[config.mk]
export PLATFORM = sky130hd
export DESIGN_NAME = spi_sclk_engine
export DESIGN_NICKNAME = d
export VERILOG_FILES = /design/src/rtl/spi_sclk_engine.sv
export SDC_FILE = /design/constraint.sdc
export NUM_CORES = 1
export LEC_CHECK = 0
export CORE_MARGIN = 2
export CORE_UTILIZATION = 30
export CTS_BUF_LIST = sky130_fd_sc_hd__clkbuf_2
export DETAILED_ROUTE_END_ITERATION = 10
export GPL_ROUTABILITY_DRIVEN = 1
export GPL_TIMING_DRIVEN = 1
export PLACE_DENSITY = 0.58
export SYNTH_ARGS = -nofsm -noshare
export SYNTH_HDL_FRONTEND = slang
export SYNTH_SLANG_ARGS = --single-unit
export TNS_END_PERCENT = 10
[constraint.sdc]
create_clock -name i_clk -period 1.8 [get_ports i_clk]
set_input_delay 0.36 -clock i_clk [delete_from_list [all_inputs] [get_ports i_clk]]
set_output_delay 0.36 -clock i_clk [all_outputs]
set_load 0.03 [all_outputs]
[src/rtl/spi_sclk_engine.sv]
// spi_sclk_engine: SPI SCLK generator with bit count, CPOL/CPHA modes, hold phase and done pulse
// Optional stall input i_pause is present only when SPI_SCLK_PAUSE_EN is defined.
module spi_sclk_engine #(
  parameter int DIV_W = 16,
  parameter int LEN_W = 6
) (
  input  logic             i_clk,
  input  logic             i_rst,
  input  logic             i_start,
  input  logic             i_cpol,
  input  logic             i_cpha,
  input  logic [DIV_W-1:0] i_divider,
  input  logic [LEN_W-1:0] i_num_bits,
`ifdef SPI_SCLK_PAUSE_EN
  input  logic             i_pause,
`endif
  output logic             o_sclk,
  output logic             o_pos_edge,
  output logic             o_neg_edge,
  output logic             o_sample,
  output logic             o_shift,
  output logic             o_busy,
  output logic             o_done
);
  typedef enum logic [1:0] {IDLE, RUN, HOLD} state_t;
  state_t             r_state;
  logic [DIV_W-1:0]   r_cnt;
  logic [DIV_W-1:0]   r_div;
  logic [LEN_W:0]     r_n;
  logic [LEN_W+1:0]   r_edge;
  logic               r_cpha;
  logic               w_run;
  logic               w_wrap;
  logic               w_last;
  logic               w_lead;
`ifdef SPI_SCLK_PAUSE_EN
  assign w_run = ~i_pause;
`else
  assign w_run = 1'b1;
`endif
  assign w_wrap = r_cnt == r_div;
  // r_edge holds edges already produced, so the upcoming edge is r_edge+1
  assign w_last = r_edge == {r_n, 1'b0} - (LEN_W+2)'(1);
  assign w_lead = ~r_edge[0];
  // Transfer FSM: counts half-periods, toggles SCLK on wrap, issues strobes
  always_ff @(posedge i_clk) begin
    if (i_rst) begin
      r_state    <= IDLE;
      r_cnt      <= '0;
      r_div      <= '0;
      r_n        <= '0;
      r_edge     <= '0;
      r_cpha     <= 1'b0;
      o_sclk     <= 1'b0;
      o_pos_edge <= 1'b0;
      o_neg_edge <= 1'b0;
      o_sample   <= 1'b0;
      o_shift    <= 1'b0;
      o_busy     <= 1'b0;
      o_done     <= 1'b0;
    end else begin
      o_pos_edge <= 1'b0;
      o_neg_edge <= 1'b0;
      o_sample   <= 1'b0;
      o_shift    <= 1'b0;
      o_done     <= 1'b0;
      case (r_state)
        IDLE: begin
          o_sclk <= i_cpol;
          if (i_start) begin
            r_div   <= i_divider;
            r_n     <= {i_num_bits == '0, i_num_bits};
            r_cpha  <= i_cpha;
            r_cnt   <= '0;
            r_edge  <= '0;
            o_busy  <= 1'b1;
            o_shift <= ~i_cpha;
            r_state <= RUN;
          end
        end
        RUN: if (w_run) begin
          if (w_wrap) begin
            r_cnt      <= '0;
            r_edge     <= r_edge + (LEN_W+2)'(1);
            o_sclk     <= ~o_sclk;
            o_pos_edge <= ~o_sclk;
            o_neg_edge <= o_sclk;
            o_sample   <= r_cpha ? ~w_lead : w_lead;
            o_shift    <= r_cpha ? w_lead : ~w_lead & ~w_last;
            if (w_last) r_state <= HOLD;
          end else begin
            r_cnt <= r_cnt + DIV_W'(1);
          end
        end
        HOLD: if (w_run) begin
          if (w_wrap) begin
            o_busy  <= 1'b0;
            o_done  <= 1'b1;
            r_state <= IDLE;
          end else begin
            r_cnt <= r_cnt + DIV_W'(1);
          end
        end
        default: r_state <= IDLE;
      endcase
    end
  end
endmodule

# Word-level counts from Yosys, hierarchy flattened
# Index checks and enable logic that the tools add are counted.
[word_totals] reg_bits=57 latch_bits=0 ram_bits=0 romBits=0 in_bits=27 elab_cells=69 mem_count=0
[op_classes] add_sub_neg=3 mul=0 div=0 magnitude_cmp=0 eq_ne=9 shifts=0 mux=23 bitwise_logic=8 reduce_logical=13
[op_table] cell="16-bit 2-to-1 mux" n=3
[op_table] cell="16-bit case mux with 3 select lines" n=1
[op_table] cell="16-bit by 1-bit adder with 16-bit output (second input constant)" n=1
[op_table] cell="16-bit == test" n=1
[op_table] cell="8-bit 2-to-1 mux" n=2
[op_table] cell="8-bit case mux with 2 select lines" n=1
[op_table] cell="2-bit != test (second input constant)" n=5
[op_table] cell="3-bit AND reduction" n=3
[op_table] cell="8-bit by 1-bit adder with 8-bit output (second input constant)" n=1
[op_table] cell="8-bit == test" n=1
[op_table] cell="1-bit 2-to-1 mux" n=8
[op_table] cell="2-bit 2-to-1 mux" n=4
[op_table] cell="8-bit by 1-bit subtractor with 8-bit output (second input constant)" n=1
[op_table] cell="1-bit NOT" n=7
[op_table] cell="6-bit zero test" n=1
[op_table] cell="1-bit case mux with 2 select lines" n=3
[op_table] cell="2-bit case mux with 3 select lines" n=1
[op_table] cell="2-bit AND reduction" n=2
[op_table] cell="4-bit AND reduction" n=1
[op_table] cell="2-bit nonzero test" n=2
[op_table] cell="3-bit nonzero test" n=1
[op_table] cell="3-bit OR reduction" n=1
[op_table] cell="2-bit by 1-bit == test with 1-bit output (second input constant)" n=1
[op_table] cell="2-bit == test (second input constant)" n=1
[op_table] cell="3 further kinds" n=3

# Longest topological paths before layout
# Gate-level depths: netlist of run 1.
[logic_depth] word_depth=7 ltp_mapped=9 ltp_nobuf=8

# Least setup slack after synthesis of run 1
# OpenSTA, ideal clock, no wires.
[synth_path] kind="register to register" start="reg r_cnt[1]" end="reg r_cnt[6]" setup_ns=0.065 arrival_time_ns=1.859 path_slack_ns=-0.123 stages_incl_launch_ff=8 n_path_buf=1 period_less_slack_ns=1.923 cell_sequence="dfxtp_1 -> xnor2_1 -> nand4_1 -> nor4_4 -> a2bb2o_4 -> a21o_4 -> buf_6 -> nor2_1"
[synth_via] elab_chain_len=3 word_cells_on_any_way=7
[synth_rtl] item="from (decl)" line="27" rtl="logic [DIV_W-1:0] r_cnt;"
[synth_rtl] item="from (signal assigned)" line="92" rtl="r_cnt <= r_cnt + DIV_W'(1);"
[synth_rtl] item="from (signal assigned)" line="101" rtl="r_cnt <= r_cnt + DIV_W'(1);"
[synth_rtl] item="16-bit by 1-bit adder with 16-bit output / 16-bit == test (equally long branches)" line="92, 101, 41"
[synth_rtl] item="16-bit 2-to-1 mux (tied with other cells)" line="96" rtl="if (w_wrap) begin"
[synth_rtl] item="16-bit case mux with 3 select lines / 3-bit AND reduction (equally long branches)"
# Several ways; a longest one is shown, not always the timed one. The select of a mux whose other input is x is not followed.
# A chain may end at the register's enable or synchronous reset.

# Worst setup path after layout of run 1
[layout_path] start="reg r_cnt[8]" end="reg r_cnt[12]"
# Same word-level chain as after synthesis.

==> results of run 1 <==
[synthesized netlist by cell type, drive strengths merged (4+ instances only)]
cell type / number / area share
buf: 4 / 0.0084
and3: 5 / 0.010
nand3: 8 / 0.013
xnor2: 28 / 0.082
a2111oi: 4 / 0.012
ha: 7 / 0.029
inv: 12 / 0.015
a21oi: 34 / 0.057
nand4: 16 / 0.036
a211oi: 8 / 0.020
o21ai: 5 / 0.0084
clkbuf: 11 / 0.014
xor2: 14 / 0.041
dfxtp: 57 / 0.38
nand2: 58 / 0.073
or4: 4 / 0.010
nand2b: 4 / 0.0084
nor2b: 5 / 0.010
nor2: 28 / 0.035
[repair_timing]
item	CTS	global route
pin swaps	28	15
gates resized for setup	38	16
cloned	1	0
setup buffers	5	1
endpoints found under the setup margin	37	34
[layout make-up]
type	instances	area, µm²
timing repair buffer	104	891
clock inverter	7	85.1
clock buffer	9	45.0
multi-input combinational	271	1930
tap	133	166
fill	986	5400
sequential	57	1170
inverter	12	45.0
[path summary, 6_finish.rpt]
check                   startpoint  slack, ns  cells past startpoint                      to
max          r_cnt[8]$_SDFFE_PP0P_      -0.24                      7  r_cnt[12]$_SDFFE_PP0P_
min                   i_divider[2]       0.38                      3   r_div[2]$_SDFFE_PP0P_
max reg2reg  r_cnt[8]$_SDFFE_PP0P_      -0.24                      7  r_cnt[12]$_SDFFE_PP0P_
min reg2reg  r_div[2]$_SDFFE_PP0P_       0.47                      2   r_div[2]$_SDFFE_PP0P_
[power by group through the flow]
stage	logic [µW]	clock network (µW)	registers, µW
floorplan	376	0	1400
global placement	700	0	1390
detailed placement	709	0	1390
CTS	784	973	1360
global route	877	1020	1370
finish	805	951	1370
[registers in the layout, summed over array words and instances, names as in the netlist]
| name | count |
|---|---|
| o_busy | 1 |
| r_cpha | 1 |
| r_cnt | 16 |
| o_neg_edge | 1 |
| r_div | 16 |
| r_edge | 8 |
| o_pos_edge | 1 |
| r_n | 7 |
| o_shift | 1 |
| o_sample | 1 |
| r_state | 2 |
| o_done | 1 |
| o_sclk | 1 |
[cells in the final DEF (no fill, tap or decap), types with 11 or more instances in the layout]
cell	n
buf_4	65
nand2_1	56
dfxtp_1	39
a21oi_1	30
clkdlybuf4s50_1	26
xnor2_1	22
nor2_1	22
dfxtp_2	16
nand4_1	15
xor2_1	14
inv_1	11
[routing by layer]
| metal | vias up | GRT usage | share of wire |
|---|---|---|---|
| met5 | - | 0 | 0 |
| met4 | 0 | 0.0946 | 0.029 |
| met3 | 19 | 0.0289 | 0.038 |
| met2 | 53 | 0.248 | 0.46 |
| met1 | 1325 | 0.201 | 0.47 |
| li1 | 1449 | - | - |
[per-stage QoR]
step	total power (µW)	TNS, ns	instances
final	3120	-4.63	593
after global placement	2090	-3.86	570
after global routing	3270	-8.52	593
after floorplan	1780	-0.380	354
after detailed placement	2100	-4.58	570
after CTS	3120	-4.45	592
[worst register-to-register path, delay by kind of cell (launching register included)]
kind / cells / cell delay (ns)
and+or+nand+nor: 3 / 0.85
DFF: 1 / 0.36
AOI/OAI and AO/OA: 1 / 0.24
xor gates and xnor gates: 2 / 0.35
buffers and inverters: 1 / 0.15
[cells by family (layout without fill, tap and decap cells)]
family | count (synthesis) | in the layout | synth area share
adders and majority gates | 7 | 7 | 0.0294
xor gates and xnor gates | 43 | 43 | 0.131
buffers and inverters | 27 | 132 | 0.0373
and+or+nand+nor | 144 | 144 | 0.240
DFF | 57 | 57 | 0.383
AOI/OAI and AO/OA | 74 | 75 | 0.173
muxes | 2 | 2 | 0.00671
==> results.cfg, run 1 <==
[timing]
worst-slew-pin-transition_ns = 0.502
setup_viol = 32
maximum_frequency_from_static_timing_analysis_ghz = 0.491
fin_crit_ns = 2.04
timing.final.crit_share = 1.13
timing.clock.skew_ns = 0.0238
unrepaired_setup_endpoints_after_global_routing = true
slew-limit-headroom = 0.657
number_of_hold_violations_in_the_final_report = 0
drv_slew = 0
hold-worst-slack_ns = 0.380
layout_setup_ws_ns = -0.237

[setup_path]
critical_path.n_buffers_inverters = 1
cp_max_fo = 5
cp.arrival_ns = 2.45
worstSetupPathType = reg2reg
max_stage_delay_ns = 0.63
timing.critical_path.slowest_stage_cell = or4_4
timing.critical_path.required_ns = 2.21
path_cells = xnor2_1 > buf_4 > nand4_1 > or4_4 > o211ai_1 > xor2_1 > nor2_2
crit_family = simple AND/OR/NAND/NOR gates
critical_path_capture_point_type = flop
critical_path.startpoint_type = flop

[global_route]
track_usage = 0.158
vias_in_the_first_global_route = 2871
antenna_violations_before_repair = 0
total_overflow_reported_by_the_global_router = 0
wire_length_of_the_first_global_routing_pass_mm = 13.5
pin_count_of_the_biggest_net_entering_global_routing = 29

[pwr]
power.net_switching_uw = 948
p_int_uw = 2170
sequentialPowerShare = 0.437
p_clk_frac = 0.305
comb_power_share = 0.258
power_density_relative_to_cell_area_nw_per_um2 = 721
worst_ir_drop_vdd_uv = 313
power.share.switching = 0.304
cellLeakagePower_uw = 0.00168

[synthesis]
avg_synthesized_cell_area_um2 = 8.43
ys_seq_elements = 57
synth_area_um2 = 2980
async_flop_share = 0
synth-edff-count = 0
netlist-cell-type-count = 53
post_synth_inst_count = 354
synth_sequential_area_ratio = 0.383
synth_fp_nets = 388
synthFlopType = dfxtp_1
yosys_warnings = 0

[die]
io_pins = 34
die_h_um = 104
floorplan.initialDensity = 0.307
dieWidth_um = 104
fp-row-count = 36
core_area_um2 = 9730
dieArea_um2 = 10800

[detailed_routing]
count_of_routing_violations_after_the_opening_detailed_route_iteration = 115
postRouteWirelength_mm = 8.03
vias = 2846
post-route-drc-count = 0
antenna_violating_nets_post_route = 0
detail_route.vias_per_cell = 4.80
wl_per_cell_um = 13.5
detailedRoute.firstPassIterationCount = 4

[clock_tree]
hold_buffers = 0
clk_pin_slew_ns = 0.16
clock_tree.htree_level_count = 3
clock_sinks = 57
num_cts_buffers = 9
clkLatencyLatePin_ns = 0.51
tritoncts = yes
root_buffer_cell = clkbuf_2
ctsLongestPathBuffers = 2

[final_layout]
diodes_inserted = 0
syn_to_final_growth_pct = 45.1
drive_above_1_share = 0.309
final_net_count = 489
finish.utilization = 0.445
fin_area_um2 = 4330

[place]
post-dp-hpwl_mm = 5.94
port_buffers = 33
globalplace.congestion = 0.897
dpl_cell_area_um2 = 3980
place_ws_ns = -0.230

[worst_hold_path]
min_path_type = in2reg

[status]
failed_checks = negative setup slack
status = complete, but fails checks

[run]
max-cap-violations = 0
Note: power is estimated with default switching activity, not from simulation.
==> inputs of run 2 (changes only) <==
--- a/config.mk
+++ b/config.mk
@@ -12,6 +12,7 @@
 export GPL_ROUTABILITY_DRIVEN = 1
 export GPL_TIMING_DRIVEN = 1
 export PLACE_DENSITY = 0.58
+export SETUP_SLACK_MARGIN = 0.05
 export SYNTH_ARGS = -nofsm -noshare
 export SYNTH_HDL_FRONTEND = slang
 export SYNTH_SLANG_ARGS = --single-unit
==> run 2 against run 1 <==
  * The flow still finishes with violations (negative setup slack)
  * Die area is the same
  * Global-route usage is essentially flat
  * Clock skew is essentially flat
  * Worst setup slack gained 0.031 ns
  * Fmax grew 1.6%
  * Critical path depth is the same
  * Clock-buffer cell count is the same
  * Highest routed layer unchanged
  * Register-to-register slack gained 0.03 ns
  * Via count grew 0.49%
  * Cell count is the same
==> results.cfg, run 2 (synthesized netlist as in run 1, its figures left out) <==
[detailed_routing]
detail_route.vias_per_cell = 4.82
postRouteWirelength_mm = 8.11
wl_per_cell_um = 13.7
count_of_routing_violations_after_the_opening_detailed_route_iteration = 107
post-route-drc-count = 0
antenna_violating_nets_post_route = 0
detailedRoute.firstPassIterationCount = 5
vias = 2860

[timing]
setup_viol = 32
hold-worst-slack_ns = 0.387
unrepaired_setup_endpoints_after_global_routing = true
fin_crit_ns = 2.01
timing.clock.skew_ns = 0.0237
drv_slew = 0
layout_setup_ws_ns = -0.206
maximum_frequency_from_static_timing_analysis_ghz = 0.499
number_of_hold_violations_in_the_final_report = 0
worst-slew-pin-transition_ns = 0.503
slew-limit-headroom = 0.656
timing.final.crit_share = 1.11

[clock_tree]
root_buffer_cell = clkbuf_2
clkLatencyLatePin_ns = 0.51
tritoncts = yes
num_cts_buffers = 9
clock_sinks = 57
clk_pin_slew_ns = 0.16
clock_tree.htree_level_count = 3
ctsLongestPathBuffers = 2

[run]
max-cap-violations = 0

[pwr]
worst_ir_drop_vdd_uv = 322
power_density_relative_to_cell_area_nw_per_um2 = 720
cellLeakagePower_uw = 0.00168
design_power_total_uw = 3130

[setup_path]
worst-r2r-cell-count = 7
critical_path_capture_point_type = flop
critical_path.startpoint_type = flop
timing.critical_path.required_ns = 2.21
worst_setup_path_startpoint = r_cnt[8]$_SDFFE_PP0P_
worstReg2RegStart = r_cnt[8]$_SDFFE_PP0P_
r2r_end = r_cnt[12]$_SDFFE_PP0P_
cp.arrival_ns = 2.41
r2r_setup_slack_ns = -0.21
worstSetupPathType = reg2reg
cp_max_fo = 5

[global_route]
vias_in_the_first_global_route = 2870
track_usage = 0.158
wire_length_of_the_first_global_routing_pass_mm = 13.5
antenna_violations_before_repair = 0
total_overflow_reported_by_the_global_router = 0
pin_count_of_the_biggest_net_entering_global_routing = 29

[final_layout]
finish.utilization = 0.446
final_net_count = 489
diodes_inserted = 0
mostFrequentLayoutCell = buf_4
reg.largest.list = r_cnt (16), r_div (16), r_edge (8)
layout_common_cells = 65 x buf_4, 56 x nand2_1, 39 x dfxtp_1, 30 x a21oi_1, 26 x clkdlybuf4s50_1
drive_above_1_share = 0.307
final_non_filler_cells = 593
syn_to_final_growth_pct = 45.6

[die]
core_area_um2 = 9730
io_pins = 34
die_h_um = 104
dieArea_um2 = 10800
dieWidth_um = 104
floorplan.initialDensity = 0.307
fp-row-count = 36

[place]
globalplace.congestion = 0.897
dpl.cell_count = 570
post-dp-hpwl_mm = 5.94
port_buffers = 33

[worst_hold_path]
hold_path_startpoint = i_divider[2]
worstHoldPathCells = 3
min_path_type = in2reg
timing.hold.worst_endpoint = r_div[2]$_SDFFE_PP0P_

[status]
failed_checks = negative setup slack
status = complete, but fails checks
## run 2: cell types whose count changed in the layout (fill, tap and decap cells not counted)
cell and delta:
clkbuf_2 -1, clkdlybuf4s15_1 +1, nor4_2 -1, nor4_4 +1
## run 2: critical path, cell delays in order, from the launching register on
cell	delay [ns]
dfxtp_2	0.36
xnor2_1	0.14
buf_4	0.15
nand4_1	0.17
or4_4	0.63
o211ai_1	0.23
xor2_1	0.20
nor2_2	0.05
## run 2: area by class of cell
class                   instances  area (µm²)
clock buffers                   9        45.0
multi-input cells             271        1940
fillers                       985        5390
flip-flops and latches         57        1170
clock inverters                 7        85.1
repair buffers                104         896
well taps                     133         166
inverters                      12        45.0
## run 2: what timing repair did
item                       CTS  global route
cloned                       1             0
hold buffers                 0             0
setup buffers                5             1
pin swaps                   28            15
gates resized for setup     38            16
setup endpoints to repair   39            34
## run 2: worst max-delay path by stage
stage,slack (ns),end
2_1_floorplan,-0.04,r_cnt[6]$_SDFFE_PP0P_
3_3_place_gp,-0.21,r_cnt[9]$_SDFFE_PP0P_
3_5_place_dp,-0.23,r_cnt[6]$_SDFFE_PP0P_
4_1_cts,-0.19,r_cnt[12]$_SDFFE_PP0P_
5_1_grt,-0.32,r_cnt[8]$_SDFFE_PP0P_
6_report,-0.21,r_cnt[12]$_SDFFE_PP0P_
## run 2: per-layer routing
layer	routed length, µm	up-vias	GRT usage
met3	303	19	0.0289
met5	0	-	0
met1	3820	1341	0.200
met2	3760	53	0.248
met4	235	0	0.0946
li1	-	1447	-
## run 2: per-stage QoR
stage | worst slack, ns | setup TNS, ns | instance area (µm²)
floorplan | -0.0360 | -0.380 | 3050
global placement | -0.209 | -3.86 | 3980
detailed placement | -0.230 | -4.58 | 3980
CTS | -0.192 | -4.45 | 4270
global route | -0.323 | -8.55 | 4340
finish | -0.206 | -4.37 | 4340
## run 2: report_power, final
group	switching, µW	internal (µW)	leakage, µW
registers	48.5	1320	0.000473
clock network	507	446	0.0000768
logic	395	413	0.00113
total	950	2180	0.00168
==> inputs of run 3 (changes only) <==
--- a/config.mk
+++ b/config.mk
@@ -16,4 +16,3 @@
 export SYNTH_ARGS = -nofsm -noshare
 export SYNTH_HDL_FRONTEND = slang
 export SYNTH_SLANG_ARGS = --single-unit
-export TNS_END_PERCENT = 10
==> run 3 against run 2 <==
  * The run still ends with negative setup slack left
  * Sequential share of layout area shrank 0.75 points
  * Combinational power grew 6.1%
  * Clock-buffer cell count grew 1
  * Clock power shrank 3.4%
  * Cell count is the same
  * First-iteration DRC count shrank 39%
  * Utilization grew 1.6 points
  * Sequential power is essentially flat
  * Die area is the same
  * Register-to-register slack gained 0.02 ns
  * Flip-flop and latch count is the same
  * Total power grew 0.78%
  * Critical path type unchanged
  * Largest cell class unchanged
==> results.cfg, run 3 (synthesized netlist as in run 1, its figures left out) <==
[status]
status = complete, but fails checks
failed_checks = negative setup slack

[place]
dpl.cell_count = 570
post-dp-hpwl_mm = 5.78
globalplace.congestion = 0.843
place_ws_ns = -0.311
port_buffers = 33

[timing]
drv_slew = 0
fin_crit_ns = 1.98
slew-limit-headroom = 0.678
worst-slew-pin-transition_ns = 0.471
setup_viol = 29
maximum_frequency_from_static_timing_analysis_ghz = 0.504
timing.final.crit_share = 1.10
layout_setup_ws_ns = -0.185
unrepaired_setup_endpoints_after_global_routing = true
number_of_hold_violations_in_the_final_report = 0
hold-worst-slack_ns = 0.371
timing.clock.skew_ns = 0.0298

[pwr]
p_clk_frac = 0.292
cellLeakagePower_uw = 0.00174
power.net_switching_uw = 941
power.share.switching = 0.299
power_density_relative_to_cell_area_nw_per_um2 = 701
comb_power_share = 0.272
sequentialPowerShare = 0.436
design_power_total_uw = 3150
worst_ir_drop_vdd_uv = 365
p_int_uw = 2210

[final_layout]
drive_above_1_share = 0.352
syn_to_final_growth_pct = 50.7
final_non_filler_cells = 593
mostFrequentLayoutCell = buf_4
diodes_inserted = 0
final-seq-area_um2 = 1180
multiInputGateArea_um2 = 2060
filler_cell_count = 982
final_net_count = 490
reg.largest.list = r_cnt (16), r_div (16), r_edge (8)
layout_common_cells = 61 x buf_4, 56 x nand2_1, 37 x dfxtp_1, 28 x a21oi_1, 26 x clkdlybuf4s50_1

[clock_tree]
clock_tree.htree_level_count = 3
clk_pin_slew_ns = 0.17
num_cts_buffers = 9
clkLatencyLatePin_ns = 0.51
ctsLongestPathBuffers = 2
clock_sinks = 57
tritoncts = yes
root_buffer_cell = clkbuf_2

[run]
max-cap-violations = 0

[setup_path]
max_stage_delay_ns = 0.40
last_element_of_the_critical_path = o_shift$_SDFF_PP0_
critical_path.n_buffers_inverters = 0
r2r_setup_slack_ns = -0.18
r2r_end = o_shift$_SDFF_PP0_
worst_setup_path_startpoint = r_n[1]$_SDFFE_PP0P_
worst-path-stages = 6
critical_path_capture_point_type = flop
worstReg2RegStart = r_n[1]$_SDFFE_PP0P_
cp_max_fo = 4
timing.critical_path.required_ns = 2.20
worstSetupPathType = reg2reg
path_cells = or3_4 > a222oi_1 > o211a_1 > and3_4 > nor2b_1 > o311a_1
worst-r2r-cell-count = 6
cp.arrival_ns = 2.39
timing.critical_path.slowest_stage_cell = or3_4
critical_path.startpoint_type = flop
crit_family = compound AO/OA/AOI/OAI gates

[detailed_routing]
wl_per_cell_um = 13.6
postRouteWirelength_mm = 8.04
detailedRoute.firstPassIterationCount = 4
antenna_violating_nets_post_route = 0
detail_route.vias_per_cell = 4.74
count_of_routing_violations_after_the_opening_detailed_route_iteration = 65
vias = 2812
post-route-drc-count = 0

[die]
io_pins = 34
core_area_um2 = 9730
die_h_um = 104
fp-row-count = 36
dieArea_um2 = 10800
dieWidth_um = 104
floorplan.initialDensity = 0.307

[global_route]
wire_length_of_the_first_global_routing_pass_mm = 13.3
vias_in_the_first_global_route = 2764
total_overflow_reported_by_the_global_router = 0
pin_count_of_the_biggest_net_entering_global_routing = 29
track_usage = 0.157
antenna_violations_before_repair = 0

[worst_hold_path]
min_path_type = in2reg
==> run 3: cell types whose count changed in the layout (fill, tap and decap cells not counted), sizes merged <==
| cell | before | now |
|---|---|---|
| clkdlybuf4s15 | 1 | 0 |
| clkinvlp | 1 | 0 |
| buf | 71 | 72 |
| clkinv | 4 | 3 |
| clkbuf | 9 | 11 |
==> run 3: how the worst min path moves through the flow <==
| stage | to | startpoint | slack [ns] | cells past startpoint |
|---|---|---|---|---|
| after floorplan | r_cpha$_SDFFE_PP0P_ | r_cpha$_SDFFE_PP0P_ | 0.45 | 2 |
| after global placement | r_cpha$_SDFFE_PP0P_ | r_cpha$_SDFFE_PP0P_ | 0.46 | 2 |
| after detailed placement | r_cpha$_SDFFE_PP0P_ | r_cpha$_SDFFE_PP0P_ | 0.46 | 2 |
| after CTS | r_div[14]$_SDFFE_PP0P_ | i_divider[14] | 0.34 | 3 |
| after global routing | r_div[9]$_SDFFE_PP0P_ | i_divider[9] | 0.36 | 3 |
| final | r_div[7]$_SDFFE_PP0P_ | i_divider[7] | 0.37 | 3 |
==> run 3: metal layers <==
layer,up-vias,global-route usage,routed length [µm]
met1,1312,0.199,3830
met5,-,0,0
li1,1452,-,-
met2,35,0.255,3860
met4,0,0.0753,160
met3,13,0.0327,198
==> run 3: worst register-to-register path: stages, from the launching register on <==
cell and delay, ns:
dfxtp_2 0.37, or3_4 0.40, a222oi_1 0.36, o211a_1 0.22
and3_4 0.21, nor2b_1 0.05, o311a_1 0.28
==> run 3: power by group through the flow <==
stage / sequential, µW / combinational [µW] / clock (µW)
floorplan: 1400 / 381 / 0
global placement: 1390 / 703 / 0
detailed placement: 1390 / 710 / 0
CTS: 1370 / 799 / 940
global route: 1380 / 927 / 1010
finish: 1370 / 857 / 920
==> run 3: stage by stage <==
step                utilization  TNS [ns]  area, µm²
finish                    0.462     -3.05       4490
floorplan                     -    -0.333       3060
global route              0.462     -6.00       4490
detailed placement        0.412     -5.10       4010
CTS                       0.446     -2.25       4340
global placement          0.412     -4.54       4010
==> run 3: cell type report <==
type                       count  share of cell area
clock inverter                 5              0.0159
inverter                      12              0.0100
clock buffer                  10              0.0111
multi-input combinational    271               0.459
timing repair buffer         105               0.206
tap                          133              0.0370
sequential                    57               0.262
==> run 3: repair_timing <==
action	4_1_cts	5_1_grt
gates resized for setup	50	37
gates cloned	1	0
hold buffers	0	0
setup buffers	5	2
endpoints found under the setup margin	40	43
pin swaps	45	15
